===== src/rtl/aes_pkg.sv =====
// Shared types, round-type encodings and GF(2^8) helpers for the AES round datapath.
// Inverse-cipher helpers are compiled only when AES_INV_EN is defined.
package aes_pkg;

   typedef logic [127:0] aes_state_t;

   localparam logic [1:0] RT_INIT  = 2'd0;
   localparam logic [1:0] RT_MID   = 2'd1;
   localparam logic [1:0] RT_FINAL = 2'd2;

   function automatic logic [7:0] xtime(input logic [7:0] x);
      return {x[6:0], 1'b0} ^ (x[7] ? 8'h1b : 8'h00);
   endfunction

   function automatic logic [7:0] gmul(input logic [7:0] a, input logic [7:0] b);
      logic [7:0] p;
      logic [7:0] x;
      p = 8'h00;
      x = a;
      for (int i = 0; i < 8; i++) begin
         if (b[i]) p = p ^ x;
         x = xtime(x);
      end
      return p;
   endfunction

   // Byte k lives at [127-8k -: 8]; row = k%4, column = k/4.
   function automatic aes_state_t shift_rows(input aes_state_t s);
      aes_state_t o;
      o = 128'd0;
      for (int c = 0; c < 4; c++) begin
         for (int r = 0; r < 4; r++) begin
            o[127-8*(4*c+r) -: 8] = s[127-8*(4*((c+r)%4)+r) -: 8];
         end
      end
      return o;
   endfunction

   function automatic logic [31:0] mix_column(input logic [31:0] a);
      logic [7:0] a0, a1, a2, a3;
      a0 = a[31:24];
      a1 = a[23:16];
      a2 = a[15:8];
      a3 = a[7:0];
      return {xtime(a0) ^ xtime(a1) ^ a1 ^ a2 ^ a3,
              a0 ^ xtime(a1) ^ xtime(a2) ^ a2 ^ a3,
              a0 ^ a1 ^ xtime(a2) ^ xtime(a3) ^ a3,
              xtime(a0) ^ a0 ^ a1 ^ a2 ^ xtime(a3)};
   endfunction

`ifdef AES_INV_EN
   function automatic aes_state_t inv_shift_rows(input aes_state_t s);
      aes_state_t o;
      o = 128'd0;
      for (int c = 0; c < 4; c++) begin
         for (int r = 0; r < 4; r++) begin
            o[127-8*(4*c+r) -: 8] = s[127-8*(4*((c-r+4)%4)+r) -: 8];
         end
      end
      return o;
   endfunction

   function automatic logic [31:0] inv_mix_column(input logic [31:0] a);
      logic [7:0] a0, a1, a2, a3;
      a0 = a[31:24];
      a1 = a[23:16];
      a2 = a[15:8];
      a3 = a[7:0];
      return {gmul(a0, 8'h0e) ^ gmul(a1, 8'h0b) ^ gmul(a2, 8'h0d) ^ gmul(a3, 8'h09),
              gmul(a0, 8'h09) ^ gmul(a1, 8'h0e) ^ gmul(a2, 8'h0b) ^ gmul(a3, 8'h0d),
              gmul(a0, 8'h0d) ^ gmul(a1, 8'h09) ^ gmul(a2, 8'h0e) ^ gmul(a3, 8'h0b),
              gmul(a0, 8'h0b) ^ gmul(a1, 8'h0d) ^ gmul(a2, 8'h09) ^ gmul(a3, 8'h0e)};
   endfunction

   function automatic aes_state_t inv_mix_state(input aes_state_t s);
      aes_state_t o;
      o = 128'd0;
      for (int c = 0; c < 4; c++) begin
         o[127-32*c -: 32] = inv_mix_column(s[127-32*c -: 32]);
      end
      return o;
   endfunction
`endif

endpackage


===== src/rtl/aes_mix_column.sv =====
// Combinational AES MixColumns transform of one 32-bit column (row 0 in the top byte).
module aes_mix_column
   import aes_pkg::*;
(
   input  logic [31:0] i_col,
   output logic [31:0] o_col
);

   assign o_col = mix_column(i_col);

endmodule


===== src/rtl/aes_round_ops.sv =====
// Three-stage registered AES-128 round: ShiftRows -> MixColumns -> AddRoundKey.
// Define AES_INV_EN to add the decrypt port (InvShiftRows -> AddRoundKey -> InvMixColumns).
module aes_round_ops
   import aes_pkg::*;
#(
   parameter int LATENCY = 3
) (
   input  logic         clk,
   input  logic         rst,
   input  logic         enable,
   input  logic [1:0]   round_type,
   input  logic [127:0] state_in,
   input  logic [127:0] round_key,
`ifdef AES_INV_EN
   input  logic         decrypt,
`endif
   output logic [127:0] state_out,
   output logic         done
);

   logic [LATENCY-1:0] r_vld;
   aes_state_t         r_s1_state;
   aes_state_t         r_s1_key;
   logic [1:0]         r_s1_type;
   aes_state_t         r_s2_state;
   aes_state_t         r_s2_key;
   aes_state_t         r_out;
`ifdef AES_INV_EN
   logic               r_s1_dec;
   logic               r_s2_dec;
   logic [1:0]         r_s2_type;
`endif

   aes_state_t w_s1_state;
   aes_state_t w_mix;
   aes_state_t w_s2_enc;
   aes_state_t w_s2_state;
   aes_state_t w_s3_state;

   // Stage 1 row permutation; the initial round passes the plaintext straight through.
   always_comb begin
      w_s1_state = state_in;
      case (round_type)
         RT_INIT: w_s1_state = state_in;
`ifdef AES_INV_EN
         default: w_s1_state = decrypt ? inv_shift_rows(state_in) : shift_rows(state_in);
`else
         default: w_s1_state = shift_rows(state_in);
`endif
      endcase
   end

   for (genvar g = 0; g < 4; g++) begin : g_mix
      aes_mix_column u_mix (
         .i_col (r_s1_state[127-32*g -: 32]),
         .o_col (w_mix[127-32*g -: 32])
      );
   end

   // Stage 2 column mixing; reserved round type behaves as a middle round.
   always_comb begin
      w_s2_enc = r_s1_state;
      case (r_s1_type)
         RT_INIT, RT_FINAL: w_s2_enc = r_s1_state;
         RT_MID:            w_s2_enc = w_mix;
         default:           w_s2_enc = w_mix;
      endcase
   end

`ifdef AES_INV_EN
   assign w_s2_state = r_s1_dec ? (r_s1_state ^ r_s1_key) : w_s2_enc;

   // Stage 3: key add for encryption, inverse column mixing for middle decrypt rounds.
   always_comb begin
      w_s3_state = r_s2_state ^ r_s2_key;
      if (r_s2_dec) begin
         case (r_s2_type)
            RT_INIT, RT_FINAL: w_s3_state = r_s2_state;
            default:           w_s3_state = inv_mix_state(r_s2_state);
         endcase
      end else begin
         w_s3_state = r_s2_state ^ r_s2_key;
      end
   end
`else
   assign w_s2_state = w_s2_enc;
   assign w_s3_state = r_s2_state ^ r_s2_key;
`endif

   // Pipeline registers; key and round type ride along so every stage costs one cycle.
   always_ff @(posedge clk) begin
      if (rst) begin
         r_vld      <= '0;
         r_s1_state <= 128'd0;
         r_s1_key   <= 128'd0;
         r_s1_type  <= 2'd0;
         r_s2_state <= 128'd0;
         r_s2_key   <= 128'd0;
         r_out      <= 128'd0;
`ifdef AES_INV_EN
         r_s1_dec   <= 1'b0;
         r_s2_dec   <= 1'b0;
         r_s2_type  <= 2'd0;
`endif
      end else begin
         r_vld <= {r_vld[LATENCY-2:0], enable};
         if (enable) begin
            r_s1_state <= w_s1_state;
            r_s1_key   <= round_key;
            r_s1_type  <= round_type;
`ifdef AES_INV_EN
            r_s1_dec   <= decrypt;
`endif
         end
         if (r_vld[0]) begin
            r_s2_state <= w_s2_state;
            r_s2_key   <= r_s1_key;
`ifdef AES_INV_EN
            r_s2_dec   <= r_s1_dec;
            r_s2_type  <= r_s1_type;
`endif
         end
         if (r_vld[1]) begin
            r_out <= w_s3_state;
         end
      end
   end

   assign state_out = r_out;
   assign done      = r_vld[LATENCY-1];

endmodule


===== config.mk =====
export PLATFORM = sky130hd
export DESIGN_NAME = aes_round_ops
export DESIGN_NICKNAME = d
export VERILOG_FILES = /design/src/rtl/aes_pkg.sv /design/src/rtl/aes_mix_column.sv /design/src/rtl/aes_round_ops.sv
export SDC_FILE = /design/constraint.sdc
export NUM_CORES = 2
export LEC_CHECK = 0
export ABC_CLOCK_PERIOD_IN_PS = 3900
export BUFFER_PORTS_ARGS = -buffer_cell sky130_fd_sc_hd__buf_2
export CORE_MARGIN = 2
export CORE_UTILIZATION = 40
export CTS_CLUSTER_SIZE = 40
export DETAILED_ROUTE_END_ITERATION = 8
export SYNTH_ARGS = -nofsm -noshare
export SYNTH_HDL_FRONTEND = slang
export SYNTH_SLANG_ARGS = --single-unit
export TNS_END_PERCENT = 1

===== constraint.sdc =====
create_clock -name clk -period 3.9 [get_ports clk]
set_clock_uncertainty 0.1 [all_clocks]
set_input_delay 0.585 -clock clk [delete_from_list [all_inputs] [get_ports clk]]
set_output_delay 0.585 -clock clk [all_outputs]
set_load 0.005 [all_outputs]

==> impl_results.html <==
<table>
<tr><th>Metric</th><th>Value</th></tr>
<tr><th colspan="2">Power and ir drop</th></tr>
<tr><td>Tot Pwr</td><td>17.16 mW</td></tr>
<tr><td>Reported leakage power</td><td>14.66 nW</td></tr>
<tr><td>Logic pwr share</td><td>0.153</td></tr>
<tr><td>Worst IR Drop VDD</td><td>0.3749 mV</td></tr>
<tr><td>Sw Pwr</td><td>4.616 mW</td></tr>
<tr><td>Share of total power in sequential cells</td><td>0.434</td></tr>
<tr><td>Internal power</td><td>12.55 mW</td></tr>
<tr><td>Clk pwr share</td><td>0.413</td></tr>
<tr><td>Net Sw Frac</td><td>0.2689</td></tr>
<tr><td>Pwr per Cell Area</td><td>477.0 mW/mm²</td></tr>
<tr><th colspan="2">Global routing</th></tr>
<tr><td>First-pass GRT wire length</td><td>142.1 mm</td></tr>
<tr><td>Maximum number of pins on one net before global-route repair</td><td>132</td></tr>
<tr><td>Met3 routing resource usage after global routing</td><td>0.06649</td></tr>
<tr><td>GRT Residual Overflow</td><td>0</td></tr>
<tr><td>Vias in the first global route</td><td>22.03k</td></tr>
<tr><td>Met2 usage</td><td>0.3470</td></tr>
<tr><td>Antenna violations before repair</td><td>47</td></tr>
<tr><td>Met1 layer usage reported by global route</td><td>0.3305</td></tr>
<tr><td>Global routing usage summed across all routing layers</td><td>0.2354</td></tr>
<tr><td>Busiest layer in global routing</td><td>met2</td></tr>
<tr><th colspan="2">Setup path</th></tr>
<tr><td>Register-to-register setup slack</td><td>1.64 ns</td></tr>
<tr><td>Largest driver fanout on the critical path</td><td>71</td></tr>
<tr><td>Worst path cell trace</td><td>inv_2 -&gt; buf_4 -&gt; or3_1 -&gt; a41oi_1</td></tr>
<tr><td>Arrival time reported for the critical path endpoint</td><td>2.68 ns</td></tr>
<tr><td>Endpoint required time on the critical path</td><td>4.32 ns</td></tr>
<tr><td>Worst Setup End Kind</td><td>flip-flop</td></tr>
<tr><td>Reg-to-reg critical path endpoint</td><td>r_s2_state[90]</td></tr>
<tr><td>Largest stage delay on the critical path</td><td>0.94 ns</td></tr>
<tr><td>Length in cells of the worst reg-to-reg path</td><td>4</td></tr>
<tr><td>Setup CP Type</td><td>reg -&gt; reg</td></tr>
<tr><td>Worst setup SP type</td><td>flip-flop</td></tr>
<tr><td>Slowest stage cell on the critical path</td><td>dfxtp_4</td></tr>
<tr><td>Reg-to-Reg Start</td><td>r_s1_type[0]</td></tr>
<tr><th colspan="2">Layout</th></tr>
<tr><td>Most frequent standard cell in the layout excluding fill and tap cells</td><td>dfxtp_1</td></tr>
<tr><td>Filler cell count in the final layout</td><td>7,441</td></tr>
<tr><td>Share of layout cells above drive strength 1</td><td>0.1697</td></tr>
<tr><td>Relative area change from synthesis to final layout</td><td>16.22%</td></tr>
<tr><td>Layout Nets</td><td>3,576</td></tr>
<tr><td>Most used cells in the layout excluding fill and tap cells</td><td>dfxtp_1 (641), nor2_1 (522), buf_2 (387)</td></tr>
<tr><th colspan="2">Synth</th></tr>
<tr><td>Synthesis Warnings</td><td>0</td></tr>
<tr><td>Syn_nets</td><td>3,400</td></tr>
<tr><td>Fraction of post-synthesis cell area in the top cell type by area</td><td>0.4164</td></tr>
<tr><td>Cell type contributing the most total cell area after synthesis</td><td>dfxtp_1</td></tr>
<tr><td>Syn avg cell area</td><td>9.863 µm²</td></tr>
<tr><td>Sequential share of the synthesized area</td><td>0.4164</td></tr>
<tr><td>Mapped cell area</td><td>0.03096 mm²</td></tr>
<tr><td>Unique cell type count in the Yosys netlist</td><td>38</td></tr>
<tr><td>Number of storage elements in the synthesis netlist</td><td>644</td></tr>
<tr><td>Cell count after synthesis</td><td>3,139</td></tr>
<tr><td>Cell types with the largest area share after synthesis</td><td>dfxtp_1 (42%), xnor3_1 (12%), mux2i_1 (9.3%), nor2_1 (6.3%), xnor2_1 (4.8%)</td></tr>
<tr><th colspan="2">Hold path</th></tr>
<tr><td>Type of the worst min-delay path</td><td>in -&gt; reg</td></tr>
<tr><td>Number of cells traversed by the worst hold path</td><td>3</td></tr>
<tr><td>Terminating pin of the worst hold path</td><td>r_s1_state[121]</td></tr>
<tr><td>Hold Crit Start</td><td>state_in[121]</td></tr>
<tr><th colspan="2">Route</th></tr>
<tr><td>Number of remaining DRC errors</td><td>0</td></tr>
<tr><td>Final Routed Wirelength</td><td>95.60 mm</td></tr>
<tr><td>DR vias</td><td>23.79k</td></tr>
<tr><td>First-pass iteration count of the detailed router</td><td>5</td></tr>
<tr><td>Number of nets with antenna violations after detailed routing</td><td>0</td></tr>
<tr><td>Initial drt markers</td><td>2,034</td></tr>
<tr><td>Routed wirelength normalized by instance count</td><td>21.53 µm</td></tr>
<tr><td>DR vias/cell</td><td>5.359</td></tr>
<tr><th colspan="2">Timing</th></tr>
<tr><td>Period minus WS final</td><td>2.256 ns</td></tr>
<tr><td>Timing-limited maximum frequency</td><td>443.2 MHz</td></tr>
<tr><td>Count of final hold-check violations</td><td>0</td></tr>
<tr><td>Setup-failing EPs final</td><td>0</td></tr>
<tr><td>Post-route setup TNS</td><td>0 ns</td></tr>
<tr><td>Max-slew violations</td><td>0</td></tr>
<tr><td>Worst max-slew margin expressed relative to the limit</td><td>0.3453</td></tr>
<tr><td>Setup repair after global routing missed its margin</td><td>no</td></tr>
<tr><td>Share of the clock period used by the worst path</td><td>0.5786</td></tr>
<tr><td>Slew at the pin closest to its max-slew limit</td><td>0.9821 ns</td></tr>
<tr><th colspan="2">Clock tree</th></tr>
<tr><td>Number of clock buffers inserted by TritonCTS</td><td>76</td></tr>
<tr><td>Cell at the root of the clock tree</td><td>clkbuf_16</td></tr>
<tr><td>Post-CTS setup buffer count</td><td>0</td></tr>
<tr><td>Buffer depth of the longest clock path</td><td>3</td></tr>
<tr><td>H-tree level count</td><td>3</td></tr>
<tr><td>Cts hold-fix bufs</td><td>0</td></tr>
<tr><td>Source-to-sink clock delay at the later pin of the worst-skew pair</td><td>0.63 ns</td></tr>
<tr><td>PostCTS Resize Cnt</td><td>0</td></tr>
<tr><td>Reg clk slew, reported paths</td><td>0.06 ns</td></tr>
<tr><td>Clock tree from TritonCTS</td><td>done</td></tr>
<tr><td>CTS Sinks</td><td>644</td></tr>
<tr><th colspan="2">Place</th></tr>
<tr><td>Final RePlAce weighted congestion</td><td>0.8716</td></tr>
<tr><td>Post-detail-place hpwl</td><td>67.31 mm</td></tr>
<tr><td>Port Buf Inserts</td><td>389</td></tr>
<tr><th colspan="2">Flow run</th></tr>
<tr><td>Number of maximum-capacitance violations</td><td>0</td></tr>
<tr><th colspan="2">Die</th></tr>
<tr><td>Die Area</td><td>0.07964 mm²</td></tr>
<tr><td>Number of cell rows</td><td>102</td></tr>
<tr><td>Number of primary I/O pins</td><td>390</td></tr>
<tr><td>Core region area</td><td>0.07708 mm²</td></tr>
<tr><td>Height of the die</td><td>282.2 µm</td></tr>
<tr><td>Initial core utilization</td><td>0.4016</td></tr>
<tr><td>Width of the die</td><td>282.2 µm</td></tr>
<tr><th colspan="2">Run status</th></tr>
<tr><td>Outcome</td><td>complete, no violations</td></tr>
</table>
==> layer usage <==
metal	part of all wire	up-vias	wire, µm
li1	-	11370	-
met1	0.44	11370	41770
met2	0.43	827	41060
met3	0.10	187	9736
met4	0.029	46	2744
met5	0.0031	-	298
==> power by group through the flow <==
stage | sequential (mW) | clock (mW) | combinational [mW]
finish | 7.45 | 7.09 | 2.63
global route | 7.49 | 7.56 | 2.85
CTS | 7.45 | 7.26 | 2.63
detailed placement | 7.59 | 0 | 2.60
global placement | 7.59 | 0 | 2.59
floorplan | 7.25 | 0 | 2.13
==> metrics by stage <==
stage | cell area [µm²] | utilization | setup WS [ns] | hold slack (ns) | instances
CTS | 35920 | 0.4660 | 1.659 | 0.05543 | 4416
finish | 35980 | 0.4668 | 1.644 | 0.08200 | 4440
global placement | 33420 | 0.4336 | 1.454 | 0.3689 | 4277
global route | 35930 | 0.4661 | 1.526 | 0.08388 | 4419
detailed placement | 33420 | 0.4336 | 1.404 | 0.3736 | 4277
floorplan | 30960 | - | 1.947 | 0.3601 | 3139
==> Yosys cell counts (all sizes together) <==
cell	instances
dfxtp	644
nor2	524
mux2i	289
clkbuf	233
o21ai	204
xnor2	170
xnor3	165
nand2	144
a311oi	131
a211oi	128
buf	104
xor2	74
nand2b	51
a41oi	46
nand3	46
or3	46
and2	32
nor3b	29
a31oi	24
a21oi	11
nor2b	11
o221ai	9
o311a	7
a2111oi	4
o22ai	4
xor3	3
inv	2
o211a	2
nor3	1
o21a	1
==> area by class of cell <==
type | instances | area, µm² | area share
multi-input cells | 2156 | 16700 | 0.4641
clock inverters | 32 | 295.3 | 0.008206
flip-flops and latches | 644 | 12900 | 0.3586
inverters | 2 | 7.507 | 0.0002086
clock buffers | 107 | 2202 | 0.06120
well taps | 1040 | 1301 | 0.03616
repair buffers | 435 | 2512 | 0.06982
diodes | 24 | 60.06 | 0.001669
==> flip-flops by register name, indices dropped and copies added, names as in the netlist <==
| register | count |
|---|---|
| r_s1_key | 128 |
| r_s2_key | 128 |
| r_s1_state | 128 |
| r_s2_state | 128 |
| state_out | 128 |
| r_vld | 3 |
| r_s1_type | 1 |
==> kinds of logic after synthesis <==
| logic type | count (synthesis) | synth area share |
|---|---|---|
| simple gates | 884 | 0.1240 |
| flops | 644 | 0.4164 |
| compound gates | 571 | 0.1288 |
| xor+xnor | 412 | 0.1928 |
| buf+inv | 339 | 0.04458 |
| mux | 289 | 0.09344 |
==> how the worst max path moves through the flow <==
stage / end / from / depth (start not counted) / slack, ns
global placement: r_s1_state[116] / round_type[1] / 5 / 1.45
CTS: r_s2_state[96] / r_s1_type[0] / 4 / 1.66
floorplan: r_s1_state[0] / round_type[1] / 7 / 1.95
finish: r_s2_state[90] / r_s1_type[0] / 4 / 1.64
detailed placement: r_s1_state[105] / round_type[1] / 5 / 1.40
global route: r_s2_state[86] / r_s1_type[0] / 4 / 1.53
==> worst max-delay path, delay by kind of cell (launching register included) <==
kind                   cells  cell delay, ns
buffers and inverters      2            0.36
AND/OR/NAND/NOR            1            0.45
flip-flops                 1            0.94
AO/OA/AOI/OAI              1            0.21
(Power assumes the default switching activity.)
